==> config.mk <==
export PLATFORM = sky130hd
export DESIGN_NAME = sequential_divider_flat
export DESIGN_NICKNAME = d
export VERILOG_FILES = /design/src/rtl/sequential_divider_pkg.sv /design/src/rtl/sequential_divider_if.sv /design/src/rtl/sequential_divider_step.sv /design/src/rtl/sequential_divider.sv /design/src/flat_wrapper.sv
export SDC_FILE = /design/constraint.sdc
export NUM_CORES = 1
export LEC_CHECK = 0
export BUFFER_PORTS_ARGS = -buffer_cell sky130_fd_sc_hd__buf_4
export CAP_MARGIN = 5
export CORE_ASPECT_RATIO = 1.25
export CORE_UTILIZATION = 28
export CTS_CLUSTER_SIZE = 20
export DETAILED_ROUTE_END_ITERATION = 10
export PLACE_DENSITY_LB_ADDON = 0.2
export SLEW_MARGIN = 20
export SYNTH_ARGS = -nofsm -noshare
export SYNTH_HDL_FRONTEND = slang
export SYNTH_SLANG_ARGS = --single-unit
==> constraint.sdc <==
create_clock -name clk -period 9.2 [get_ports clk]
set_clock_uncertainty 0.15 [all_clocks]
set_input_delay 0.92 -clock clk [delete_from_list [all_inputs] [get_ports clk]]
set_output_delay 0.92 -clock clk [all_outputs]
set_load 0.05 [all_outputs]
==> src/rtl/sequential_divider_pkg.sv <==
// Shared types and defaults for the sequential restoring divider.
// Optional feature macro: SEQUENTIAL_DIVIDER_DBZ_EN (early divide-by-zero exit).
package sequential_divider_pkg;

  localparam int unsigned DIV_DEFAULT_WIDTH = 16;

  typedef enum logic [1:0] {
    IDLE = 2'd0,
    BUSY = 2'd1,
    DONE = 2'd2
  } div_state_t;

endpackage

==> src/rtl/sequential_divider_if.sv <==
// Operand/result handshake bundle for the sequential divider.
// div_by_zero exists only when SEQUENTIAL_DIVIDER_DBZ_EN is defined.
interface sequential_divider_if
  import sequential_divider_pkg::*;
#(
  parameter int unsigned WIDTH = DIV_DEFAULT_WIDTH
);

  logic             in_valid;
  logic             in_ready;
  logic [WIDTH-1:0] a;
  logic [WIDTH-1:0] b;
  logic             out_valid;
  logic             out_ready;
  logic [WIDTH-1:0] q;
  logic [WIDTH-1:0] r;
`ifdef SEQUENTIAL_DIVIDER_DBZ_EN
  logic             div_by_zero;

  modport master (
    output in_valid, a, b, out_ready,
    input  in_ready, out_valid, q, r, div_by_zero
  );

  modport slave (
    input  in_valid, a, b, out_ready,
    output in_ready, out_valid, q, r, div_by_zero
  );
`else
  modport master (
    output in_valid, a, b, out_ready,
    input  in_ready, out_valid, q, r
  );

  modport slave (
    input  in_valid, a, b, out_ready,
    output in_ready, out_valid, q, r
  );
`endif

endinterface

==> src/rtl/sequential_divider_step.sv <==
// One restoring shift-subtract iteration of the divider datapath.
module divider_step #(
  parameter int unsigned WIDTH = 16
) (
  input  logic [WIDTH:0]   rem,
  input  logic [WIDTH-1:0] qsr,
  input  logic [WIDTH-1:0] b,
  output logic [WIDTH:0]   rem_next,
  output logic [WIDTH-1:0] qsr_next
);

  logic [2*WIDTH:0] shifted;
  logic [WIDTH:0]   trial;

  // Shift {rem, qsr} left, trial-subtract the divisor, keep the difference if non-negative
  always_comb begin
    shifted  = {rem, qsr} << 1;
    trial    = shifted[2*WIDTH:WIDTH] - {1'b0, b};
    rem_next = shifted[2*WIDTH:WIDTH];
    qsr_next = shifted[WIDTH-1:0];
    if (!trial[WIDTH]) begin
      rem_next    = trial;
      qsr_next[0] = 1'b1;
    end
  end

endmodule

==> src/rtl/sequential_divider.sv <==
// Multi-cycle unsigned divider, one quotient bit per cycle, valid/ready on both sides.
// Optional feature macro: SEQUENTIAL_DIVIDER_DBZ_EN (b == 0 finishes immediately and flags div_by_zero).
module sequential_divider
  import sequential_divider_pkg::*;
#(
  parameter int unsigned WIDTH = DIV_DEFAULT_WIDTH
) (
  input logic                clk,
  input logic                rst,
  sequential_divider_if.slave bus
);

  localparam int unsigned CNT_W = $clog2(WIDTH + 1);

  div_state_t       state;
  logic [CNT_W-1:0] step_cnt;
  logic [WIDTH:0]   rem;
  logic [WIDTH-1:0] qsr;
  logic [WIDTH-1:0] divisor;
  logic             in_ready_r;
  logic             out_valid_r;
  logic [WIDTH-1:0] q_r;
  logic [WIDTH-1:0] r_r;
  logic [WIDTH:0]   rem_next;
  logic [WIDTH-1:0] qsr_next;
`ifdef SEQUENTIAL_DIVIDER_DBZ_EN
  logic             dbz_r;
`endif

  divider_step #(.WIDTH(WIDTH)) u_step (
    .rem      (rem),
    .qsr      (qsr),
    .b        (divisor),
    .rem_next (rem_next),
    .qsr_next (qsr_next)
  );

  // Control FSM, step counter, iteration registers and registered result outputs
  always_ff @(posedge clk) begin
    if (rst) begin
      state       <= IDLE;
      step_cnt    <= '0;
      rem         <= '0;
      qsr         <= '0;
      divisor     <= '0;
      in_ready_r  <= 1'b1;
      out_valid_r <= 1'b0;
      q_r         <= '0;
      r_r         <= '0;
`ifdef SEQUENTIAL_DIVIDER_DBZ_EN
      dbz_r       <= 1'b0;
`endif
    end else begin
      case (state)
        IDLE: begin
          if (bus.in_valid) begin
            divisor    <= bus.b;
            qsr        <= bus.a;
            rem        <= '0;
            step_cnt   <= '0;
            in_ready_r <= 1'b0;
`ifdef SEQUENTIAL_DIVIDER_DBZ_EN
            if (bus.b == '0) begin
              state       <= DONE;
              out_valid_r <= 1'b1;
              q_r         <= '1;
              r_r         <= bus.a;
              dbz_r       <= 1'b1;
            end else begin
              state <= BUSY;
            end
`else
            state <= BUSY;
`endif
          end
        end
        BUSY: begin
          rem      <= rem_next;
          qsr      <= qsr_next;
          step_cnt <= step_cnt + CNT_W'(1);
          if (step_cnt == CNT_W'(WIDTH - 1)) begin
            state       <= DONE;
            out_valid_r <= 1'b1;
            q_r         <= qsr_next;
            r_r         <= rem_next[WIDTH-1:0];
`ifdef SEQUENTIAL_DIVIDER_DBZ_EN
            dbz_r       <= 1'b0;
`endif
          end
        end
        DONE: begin
          if (bus.out_ready) begin
            state       <= IDLE;
            out_valid_r <= 1'b0;
            in_ready_r  <= 1'b1;
          end
        end
        default: begin
          state       <= IDLE;
          out_valid_r <= 1'b0;
          in_ready_r  <= 1'b1;
        end
      endcase
    end
  end

  assign bus.in_ready  = in_ready_r;
  assign bus.out_valid = out_valid_r;
  assign bus.q         = q_r;
  assign bus.r         = r_r;
`ifdef SEQUENTIAL_DIVIDER_DBZ_EN
  assign bus.div_by_zero = dbz_r;
`endif

endmodule

==> src/flat_wrapper.sv <==
// flat-port wrapper written by rule: the top's interface ports become plain ports
module sequential_divider_flat import sequential_divider_pkg::*;
#(
  parameter int unsigned WIDTH = DIV_DEFAULT_WIDTH
)
  (clk, rst, bus_in_valid, bus_a, bus_b, bus_out_ready, bus_in_ready, bus_out_valid, bus_q, bus_r);
  sequential_divider_if #(.WIDTH(WIDTH)) bus_i ();
  input logic clk;
  input logic rst;
  input wire logic [$bits(bus_i.in_valid)-1:0] bus_in_valid;
  input wire logic [$bits(bus_i.a)-1:0] bus_a;
  input wire logic [$bits(bus_i.b)-1:0] bus_b;
  input wire logic [$bits(bus_i.out_ready)-1:0] bus_out_ready;
  output wire logic [$bits(bus_i.in_ready)-1:0] bus_in_ready;
  output wire logic [$bits(bus_i.out_valid)-1:0] bus_out_valid;
  output wire logic [$bits(bus_i.q)-1:0] bus_q;
  output wire logic [$bits(bus_i.r)-1:0] bus_r;
  assign bus_i.in_valid = bus_in_valid;
  assign bus_i.a = bus_a;
  assign bus_i.b = bus_b;
  assign bus_i.out_ready = bus_out_ready;
  assign bus_in_ready = bus_i.in_ready;
  assign bus_out_valid = bus_i.out_valid;
  assign bus_q = bus_i.q;
  assign bus_r = bus_i.r;
  sequential_divider #(.WIDTH(WIDTH)) u_core (.clk(clk), .rst(rst), .bus(bus_i));
endmodule
Word level (Yosys, flattened, before mapping). Cells that the tools add are included.

$add $sub $neg: 2. Equal/unequal tests: 6. Mux-type cells: 18. Bitwise logic cells: 2. Reductions and logical operators: 8.

Operator list (number): case mux 16 bit (2 select lines) (2); 2-to-1 mux 16 bit (3); subtractor 17 x 16 -> 17 bit (1); case mux 5 bit (2 select lines) (1); AND reduction 3 bit (3); 2-to-1 mux 2 bit (3); case mux 1 bit (3 select lines) (2); case mux 2 bit (3 select lines) (1); AND reduction 2 bit (3); adder 5 x 1 -> 5 bit (second input constant) (1); equality test 5 x 4 -> 1 bit (second input constant) (1); 2-to-1 mux 1 bit (5); 2-to-1 mux 5 bit (1); != test 2 bit (second input constant) (2); equality test 2 x 1 -> 1 bit (second input constant) (1); equality test 2 bit (second input constant) (1); logical NOT 2 bit (1); != test 2 x 1 -> 1 bit (second input constant) (1); inverter 1 bit (2); nonzero test 2 bit (1).

Bits in registers: 89. Logic and storage cells: 45.

Logic depth before layout (Yosys ltp). Gate-level depths: netlist of the first run.

Depth in word-level cells: 3. Gate-level depth with buffers: 11. Mapped depth without buffers: 10.

Hierarchy. A second synthesis of the first run with hierarchy kept.

Cell total of the unflattened synthesis: 588. Area, all modules: 4636.9 um^2.

Modules (own cells, without submodules): sequential_divider (times used 1, cells an instance 423, area an instance 3434.5 um^2, sequential area each 1801.7 um^2); divider_step (times used 1, cells an instance 165, area an instance 1202.4 um^2, sequential area each 0.0 um^2).

Worst setup path after synthesis of the first run. Ideal clock, no wire load.

Path type: register to register. Start point: reg u_core.qsr[15]. End point: reg u_core.r_r[15], in the netlist u_core.bus.r[15]. Setup time: 88 ps. Arrival: 2653 ps. Slack: 6309 ps. Cell stages (with the launch flop): 12. Path through: dfxtp_1 > inv_1 > ha_1 > inv_1 > fa_1 > a211oi_2 > o211ai_2 > a211o_1 > a211oi_4 > buf_6 > o2111ai_2 > a311oi_2.

Word-level cells in the longest chain between the ends: 2.

RTL lines: from (decl) (line sequential_divider.sv:18) `logic [WIDTH-1:0] qsr;`; from (signal assigned) (line sequential_divider.sv:58) `qsr <= bus.a;`; from (signal assigned) (line sequential_divider.sv:79) `qsr <= qsr_next;`; subtractor 17 x 16 -> 17 bit (line sequential_divider_step.sv:18) `trial = shifted[2*WIDTH:WIDTH] - {1'b0, b};`; 2-to-1 mux 16 bit (line sequential_divider_step.sv:21) `if (!trial[WIDTH]) begin`; to (signal assigned) (line sequential_divider.sv:85) `r_r <= rem_next[WIDTH-1:0];`; to (decl) (line sequential_divider.sv:23) `logic [WIDTH-1:0] r_r;`.

Every way passes these cells. A chain may end at the register's enable or synchronous reset.

Final worst setup path of the first run.
Start point: reg u_core.qsr[15]. End point: reg u_core.r_r[9], in the netlist u_core.bus.r[9].

Same word-level chain as after synthesis.

==> results of run 1 <==
-- state kept, by name, indices dropped and copies added (netlist names) --
name / count
u_core.bus.q: 16
u_core.state: 2
u_core.bus.r: 16
u_core.rem: 16
u_core.bus.out_valid: 1
u_core.qsr: 16
u_core.step_cnt: 5
u_core.divisor: 16
u_core.bus.in_ready: 1
-- cell type report --
type                            instances  area (um^2)  share of cell area (%)
Multi-Input combinational cell        409         2400                    44.5
Sequential cell                        89         1780                    33.1
Timing Repair Buffer                   74          556                    10.3
Tap cell                              212          265                    4.93
Clock buffer                           10          239                    4.44
Inverter                               20         75.1                    1.40
Clock inverter                          6         67.6                    1.26
-- final timing paths --
path / cells past startpoint / slack (ns) / to
setup / recovery: 10 / 5.66 / u_core.bus.r[9]
hold / removal: 2 / 0.31 / u_core.divisor[15]
setup reg to reg: 10 / 5.66 / u_core.bus.r[9]
hold reg to reg: 2 / 0.31 / u_core.divisor[15]
-- cells in the mapped netlist, types with 9 or more instances --
cell type / number / area share, %
nand2_1: 125 / 11
dfxtp_1: 89 / 40
a21oi_1: 58 / 6.5
nor2_1: 47 / 4.0
o21ai_0: 30 / 3.4
clkbuf_1: 26 / 2.2
a311oi_1: 20 / 3.9
inv_1: 20 / 1.7
ha_1: 18 / 5.1
a211oi_1: 13 / 2.2
mux2i_1: 12 / 2.7
nand3_1: 9 / 1.0
-- critical path, cell delays in order, from the launching register on --
cell	delay (ns)
dfxtp_1	0.31
inv_1	0.08
ha_1	0.16
inv_1	0.05
fa_1	0.44
a211oi_2	0.27
o211ai_2	0.18
a211o_1	0.34
a211oi_4	0.90
o21ai_0	0.29
a311oi_1	0.28
-- through the flow --
step | setup WS [ns] | utilization [%] | hold slack, ns | cells
2_1_floorplan | 6.31 | - | 0.279 | 555
3_3_place_gp | 5.72 | 32.6 | 0.295 | 804
3_5_place_dp | 5.67 | 32.6 | 0.300 | 804
4_1_cts | 5.64 | 34.6 | 0.309 | 820
5_1_grt | 5.38 | 34.6 | 0.323 | 820
6_report | 5.66 | 34.6 | 0.305 | 820
-- report_power, final --
part           switching, mW  leakage, nW  internal (mW)
Clock                  0.159        0.145          0.218
Sequential            0.0328        0.724          0.421
Combinational          0.489         1.20          0.316
Total                  0.681         2.07          0.956
-- logic make-up after synthesis --
logic type / Yosys count
xor+xnor: 10
buf+inv: 57
compound gates: 153
mux: 13
fa+ha+maj: 19
flops: 89
simple gates: 214
-- routing by layer --
layer	part of all wire, %	wire length [um]	vias up	global-route usage [%]
met1	44	5330	1871	18.0
met4	2.6	319	0	7.59
met5	0	0	-	0
met3	4.5	550	22	3.48
met2	49	5910	86	26.3
li1	-	-	2043	-
==> impl_metrics.toml, run 1 <==
[grt]
gr-total-overflow = 0
antenna_found_initial = 0
grt_pass1_wl_um = 19400
grt_pass1_vias = 3906
grt_usage_pct = 15.4
grt_max_degree = 83

[critical_path]
timing.rr.start = "u_core.qsr[15]"
path_class = "flop to flop"
start_kind = "flop"
cp.arrival_ns = 3.64
end_kind = "flop"
crit_start = "u_core.qsr[15]"
crit_fanout = 18
worstPathRequired_ns = 9.30

[routing]
dr.first_iter.drc_count = 146
dr.pass1.iters = 4
drt-total-wl_um = 12100
via_count = 4022
drc_errors = 0
drtAntennaViolNets = 0
post_drt_via_cell_ratio = 4.90
wl_per_cell_um = 14.8

[cts]
clk_pin_slew_ns = 0.07
ctsResizeCount = 0
clock-sinks = 89
cts_setup_buffers = 0
h-tree-depth = 3
cts_tree = "done"
hold_buffers = 0
clock_path_buffers = 2
clk-insertion-delay-late_ns = 0.35
cts-buffers-inserted = 9
cts-root-buf = "clkbuf_16"

[synthesis]
yosysSeqAreaShare_pct = 40.0
synth_xor_area_share_pct = 1.97
netlist_instances = 555
avgSynthCellArea_um2 = 8.02
synth_top_family_by_area = "compound AO/OA/AOI/OAI gates"
synth_edf_count = 0
synthSimpleGateAreaFrac_pct = 20.6
synthAdderAreaFrac_pct = 5.51
muxShareOfSynthArea_pct = 2.95
ys.flop_type = "dfxtp_1"
synth_compound_area_share_pct = 22.9
synth_cell_type_count = 57
ys_seq_elements = 89
syn-num-nets = 610
netlist_area_um2 = 4450
yosys_warnings = 0
async_flop_share_pct = 0

[finish]
layout-area-overhead-vs-synth_pct = 20.9
stdcell_area_um2 = 5380
final_common_cell = "nand2_1"
nNetsFinal = 658
layout_common_cells = "nand2_1, dfxtp_1, buf_4"
fill_cells = 1702
layout-drive-gt1-share_pct = 16.4
antenna_cells = 0

[floorplanning]
start_util_pct = 28.6
die-height_um = 143
num_io_pins = 70
core_um2 = 15600
die_w_um = 115
die-area_um2 = 16400
rows = 51

[power_and_ir_drop]
total_power_mw = 1.64
p_per_area_nw_per_um2 = 304
leakage_nw = 2.07
vdd_drop_max_v = 0.000146

[timing]
max_freq_ghz = 0.283
slew_headroom_pct = 28.6
setup_viol = 0
final-hold-violation-count = 0
worstMarginPinSlew_ns = 1.07
rsz0062_at_grt = "no"
fin_setup_tns_ns = 0
report.final.slew_viol_count = 0
min_period_ns = 3.54
period_share_pct = 38.4

[job]
maxCapViolations = 0

[place]
dpl-instance-area_um2 = 5070
dp_hpwl_um = 8280
place.gp.congestion = 0.811
io_buffers = 69

[min_path]
holdCritPathClass = "flop to flop"
hold_start = "u_core.divisor[15]"

[run_status]
status = "finished clean"
No activity file was read; power rests on OpenSTA's default activity.
==> run 2: changes to the inputs <==
- clock period: 9.2 -> 3.3 ns (I/O delays scaled with it)
==> impl_metrics.toml, run 2 (same netlist as run 1, synthesis figures left out) <==
[power_and_ir_drop]
clockPowerShare_pct = 21.7
p_sw_share_pct = 40.9
power_frac_seq_pct = 26.6
internal-power_mw = 2.82
p_per_area_nw_per_um2 = 874
vdd_drop_max_v = 0.000401
leakage_nw = 2.12
total_power_mw = 4.77
switchingPower_mw = 1.95
comb_power_share_pct = 51.7

[cts]
cts-buffers-inserted = 9
clk-insertion-delay-late_ns = 0.35
clock-sinks = 89
h-tree-depth = 3
cts-root-buf = "clkbuf_16"
clock_path_buffers = 2
cts_tree = "done"
clk_pin_slew_ns = 0.07
ctsResizeCount = 0

[finish]
antenna_cells = 0
final-instance-count-excl-fill = 830
layout-area-overhead-vs-synth_pct = 22.6
layout-drive-gt1-share_pct = 17.6
layout_common_cells = "nand2_1, dfxtp_1, buf_4"
nNetsFinal = 668
final_common_cell = "nand2_1"

[timing]
worstMarginPinSlew_ns = 0.856
period_share_pct = 93.5
setup_viol = 0
max_freq_ghz = 0.324
min_period_ns = 3.08
final-hold-violation-count = 0
report.final.slew_viol_count = 0
rsz0062_at_grt = "no"
slew_headroom_pct = 42.9
fin_setup_tns_ns = 0
fin_ws_ns = 0.216

[critical_path]
path_class = "flop to flop"
end_kind = "flop"
r2r_cells = 11
crit_fanout = 6
crit_chain = "inv_1, ha_1, inv_1, fa_1, a211oi_2, o211ai_2, a211oi_1, a211oi_4, buf_4, or4_2, nand3_1"
cp.arrival_ns = 3.23
start_kind = "flop"
cp_slowest_stage_delay_ns = 0.60
path_common_cell = "inv_1"
worstPathRequired_ns = 3.44
cp_slowest_cell = "or4_2"

[routing]
post_drt_via_cell_ratio = 4.89
wl_per_cell_um = 14.9
via_count = 4058
drtAntennaViolNets = 0
drt-total-wl_um = 12300
dr.pass1.iters = 4
drc_errors = 0
dr.first_iter.drc_count = 184

[min_path]
holdCritPathClass = "primary input to flop"
hold_depth = 3

[place]
dp_hpwl_um = 8700
placedCellCount = 811
dpl_worst_slack_ns = 0.188
place.gp.congestion = 0.810
io_buffers = 69

[grt]
grt_max_degree = 83
grt_pass1_vias = 3947
grt_usage_pct = 15.5
grt_pass1_wl_um = 19600
gr-total-overflow = 0
antenna_found_initial = 0

[floorplanning]
num_io_pins = 70
start_util_pct = 28.6
die-area_um2 = 16400
die-height_um = 143
die_w_um = 115
rows = 51
core_um2 = 15600

[job]
maxCapViolations = 0

[run_status]
status = "finished clean"
==> run 2: changes by cell type in the layout (fill, tap and decap cells not counted), sizes merged <==
cell,previous run,this run
clkinv,3,2
inv,20,22
buf,74,84
clkinvlp,2,1
==> run 2: path summary, 6_finish.rpt <==
path                                           to             start  slack (ns)
worst max register to register    u_core.bus.r[0]    u_core.qsr[15]        0.22
worst max-delay path              u_core.bus.r[0]    u_core.qsr[15]        0.22
worst min-delay path            u_core.divisor[8]          bus_b[8]        0.07
worst min register to register   u_core.bus.q[10]  u_core.bus.q[10]        0.31
==> run 2: final cells by class <==
| class | instances | area (um^2) |
|---|---|---|
| inverter | 20 | 75.1 |
| multi-input combinational | 409 | 2400 |
| tap | 212 | 265 |
| clock inverter | 6 | 65.1 |
| clock buffer | 10 | 229 |
| fill | 1674 | 10100 |
| sequential | 89 | 1780 |
| timing repair buffer | 84 | 643 |
==> run 2: what timing repair did <==
item	in CTS	in global routing
hold buffers	0	0
setup buffers	0	3
endpoints found under the hold margin	0	0
endpoints found under the setup margin	0	5
==> run 2: per-stage QoR <==
step	cell area [um^2]	util (%)	hold WS [ns]
2_1_floorplan	4450	-	0.279
3_3_place_gp	5140	33.0	0.298
3_5_place_dp	5140	33.0	0.299
4_1_cts	5430	34.9	0.0637
5_1_grt	5460	35.0	0.0873
6_report	5460	35.0	0.0743
==> run 2: power by group through the flow <==
stage          combinational, mW  clock, mW  sequential [mW]
5_1_grt                     2.73       1.10             1.28
2_1_floorplan               1.84          0             1.26
6_report                    2.47       1.04             1.27
3_5_place_dp                2.38          0             1.29
4_1_cts                     2.38       1.06             1.27
3_3_place_gp                2.34          0             1.29
==> run 2: per-layer routing <==
metal / global-route usage, % / up-vias / share of wire [%]
li1: - / 2062 / -
met1: 17.5 / 1914 / 42
met2: 28.0 / 69 / 51
met3: 3.48 / 13 / 5.0
met4: 6.22 / 0 / 2.1
met5: 0 / - / 0
==> run 2: critical path: cells and delay by family (launching register included) <==
| family | cells | cell delay (ns) |
|---|---|---|
| compound gates | 4 | 0.99 |
| simple gates | 2 | 0.71 |
| buf+inv | 3 | 0.30 |
| flops | 1 | 0.31 |
| fa+ha+maj | 2 | 0.59 |
==> run 3: changes to the inputs <==
- PLACE_DENSITY_LB_ADDON: 0.2 -> 0.05
==> impl_metrics.toml, run 3 (same netlist as run 1, synthesis figures left out) <==
[run_status]
status = "finished clean"

[critical_path]
cp_slowest_cell = "a211o_2"
cp.arrival_ns = 3.19
start_kind = "flop"
cp_slowest_stage_delay_ns = 0.45
path_class = "flop to flop"
path_common_cell = "inv_1"
crit_chain = "inv_1, ha_1, inv_1, fa_1, a211oi_2, o211ai_2, a211o_1, a211o_2, a2111o_1, a311oi_1"
crit_fanout = 16
end_kind = "flop"
worstPathRequired_ns = 3.41

[timing]
worstMarginPinSlew_ns = 0.922
slew_headroom_pct = 38.4
period_share_pct = 93.3
min_period_ns = 3.08
setup_viol = 0
rsz0062_at_grt = "no"
report.final.slew_viol_count = 0
max_freq_ghz = 0.325
fin_setup_tns_ns = 0
final-hold-violation-count = 0

[floorplanning]
die_w_um = 115
die-area_um2 = 16400
num_io_pins = 70
start_util_pct = 28.6
rows = 51
core_um2 = 15600
die-height_um = 143

[cts]
cts_setup_buffers = 0
hold_buffers = 0
cts-buffers-inserted = 9
clock_path_buffers = 2
clock-sinks = 89
clk-insertion-delay-late_ns = 0.36
cts_tree = "done"
cts-root-buf = "clkbuf_16"
ctsResizeCount = 0
clk_pin_slew_ns = 0.07
h-tree-depth = 3

[finish]
final-instance-count-excl-fill = 828
fill_cells = 1730
nNetsFinal = 666
layout_common_cells = "nand2_1, dfxtp_1, buf_4"
antenna_cells = 0
layout-drive-gt1-share_pct = 17.4
layout-area-overhead-vs-synth_pct = 21.5
fin_util_pct = 34.7
final_common_cell = "nand2_1"

[routing]
post_drt_via_cell_ratio = 4.82
dr.first_iter.drc_count = 129
dr.pass1.iters = 4
drt-total-wl_um = 12500
wl_per_cell_um = 15.1
drtAntennaViolNets = 0
drc_errors = 0
via_count = 3988

[place]
place.gp.congestion = 0.825
io_buffers = 69
placedCellCount = 812
dp_hpwl_um = 8790

[power_and_ir_drop]
vdd_drop_max_v = 0.000432
switchingPower_mw = 1.96
p_sw_share_pct = 42.8
internal-power_mw = 2.62
clockPowerShare_pct = 21.3
comb_power_share_pct = 51.0
p_per_area_nw_per_um2 = 848
power_frac_seq_pct = 27.7
leakage_nw = 2.08

[grt]
antenna_found_initial = 0
grt_max_degree = 58
grt_usage_pct = 16.3
grt_pass1_vias = 3851
gr-total-overflow = 0
grt_pass1_wl_um = 20200

[job]
maxCapViolations = 0

[min_path]
holdCritPathClass = "primary input to flop"
-- run 3: cell type report --
| cell class | count | area [um^2] | area share, % |
|---|---|---|---|
| Timing Repair Buffer | 82 | 616 | 11.4 |
| Inverter | 20 | 75.1 | 1.39 |
| Clock inverter | 6 | 43.8 | 0.810 |
| Multi-Input combinational cell | 409 | 2400 | 44.3 |
| Tap cell | 212 | 265 | 4.91 |
| Clock buffer | 10 | 229 | 4.23 |
| Sequential cell | 89 | 1780 | 32.9 |
-- run 3: metal layers --
layer	GRT usage (%)	routed length, um
met1	19.2	5560
met2	27.9	6060
met3	3.69	596
met4	7.93	264
met5	0	0
-- run 3: through the flow --
stage / hold WS [ns] / total power [mW] / worst slack [ns] / instance area, um^2
3_5_place_dp: 0.301 / 3.64 / 0.226 / 5130
4_1_cts: 0.0506 / 4.64 / 0.222 / 5410
3_3_place_gp: 0.294 / 3.63 / 0.314 / 5130
6_report: 0.0651 / 4.59 / 0.221 / 5410
5_1_grt: 0.0707 / 4.93 / 0.0195 / 5410
2_1_floorplan: 0.279 / 3.10 / 0.409 / 4450
-- run 3: power groups by stage --
stage	Clock [mW]	Combinational, mW	Sequential (mW)
floorplan	0	1.84	1.26
global placement	0	2.34	1.30
detailed placement	0	2.35	1.29
CTS	1.01	2.36	1.27
global route	1.06	2.59	1.29
finish	0.977	2.34	1.27
-- run 3: path summary, 6_finish.rpt --
path | start | depth (start not counted) | slack (ns) | to
max | u_core.qsr[15] | 10 | 0.22 | u_core.bus.r[11]
min reg2reg | u_core.divisor[15] | 2 | 0.31 | u_core.divisor[15]
min | bus_b[14] | 3 | 0.07 | u_core.divisor[14]
max reg2reg | u_core.qsr[15] | 10 | 0.22 | u_core.bus.r[11]
-- run 3: worst max-delay path: cells and delay by family (launching register included) --
family                     cells  cell delay, ns
AOI/OAI and AO/OA              6            1.79
adders and majority gates      2            0.59
buffers and inverters          2            0.14
DFF                            1            0.31
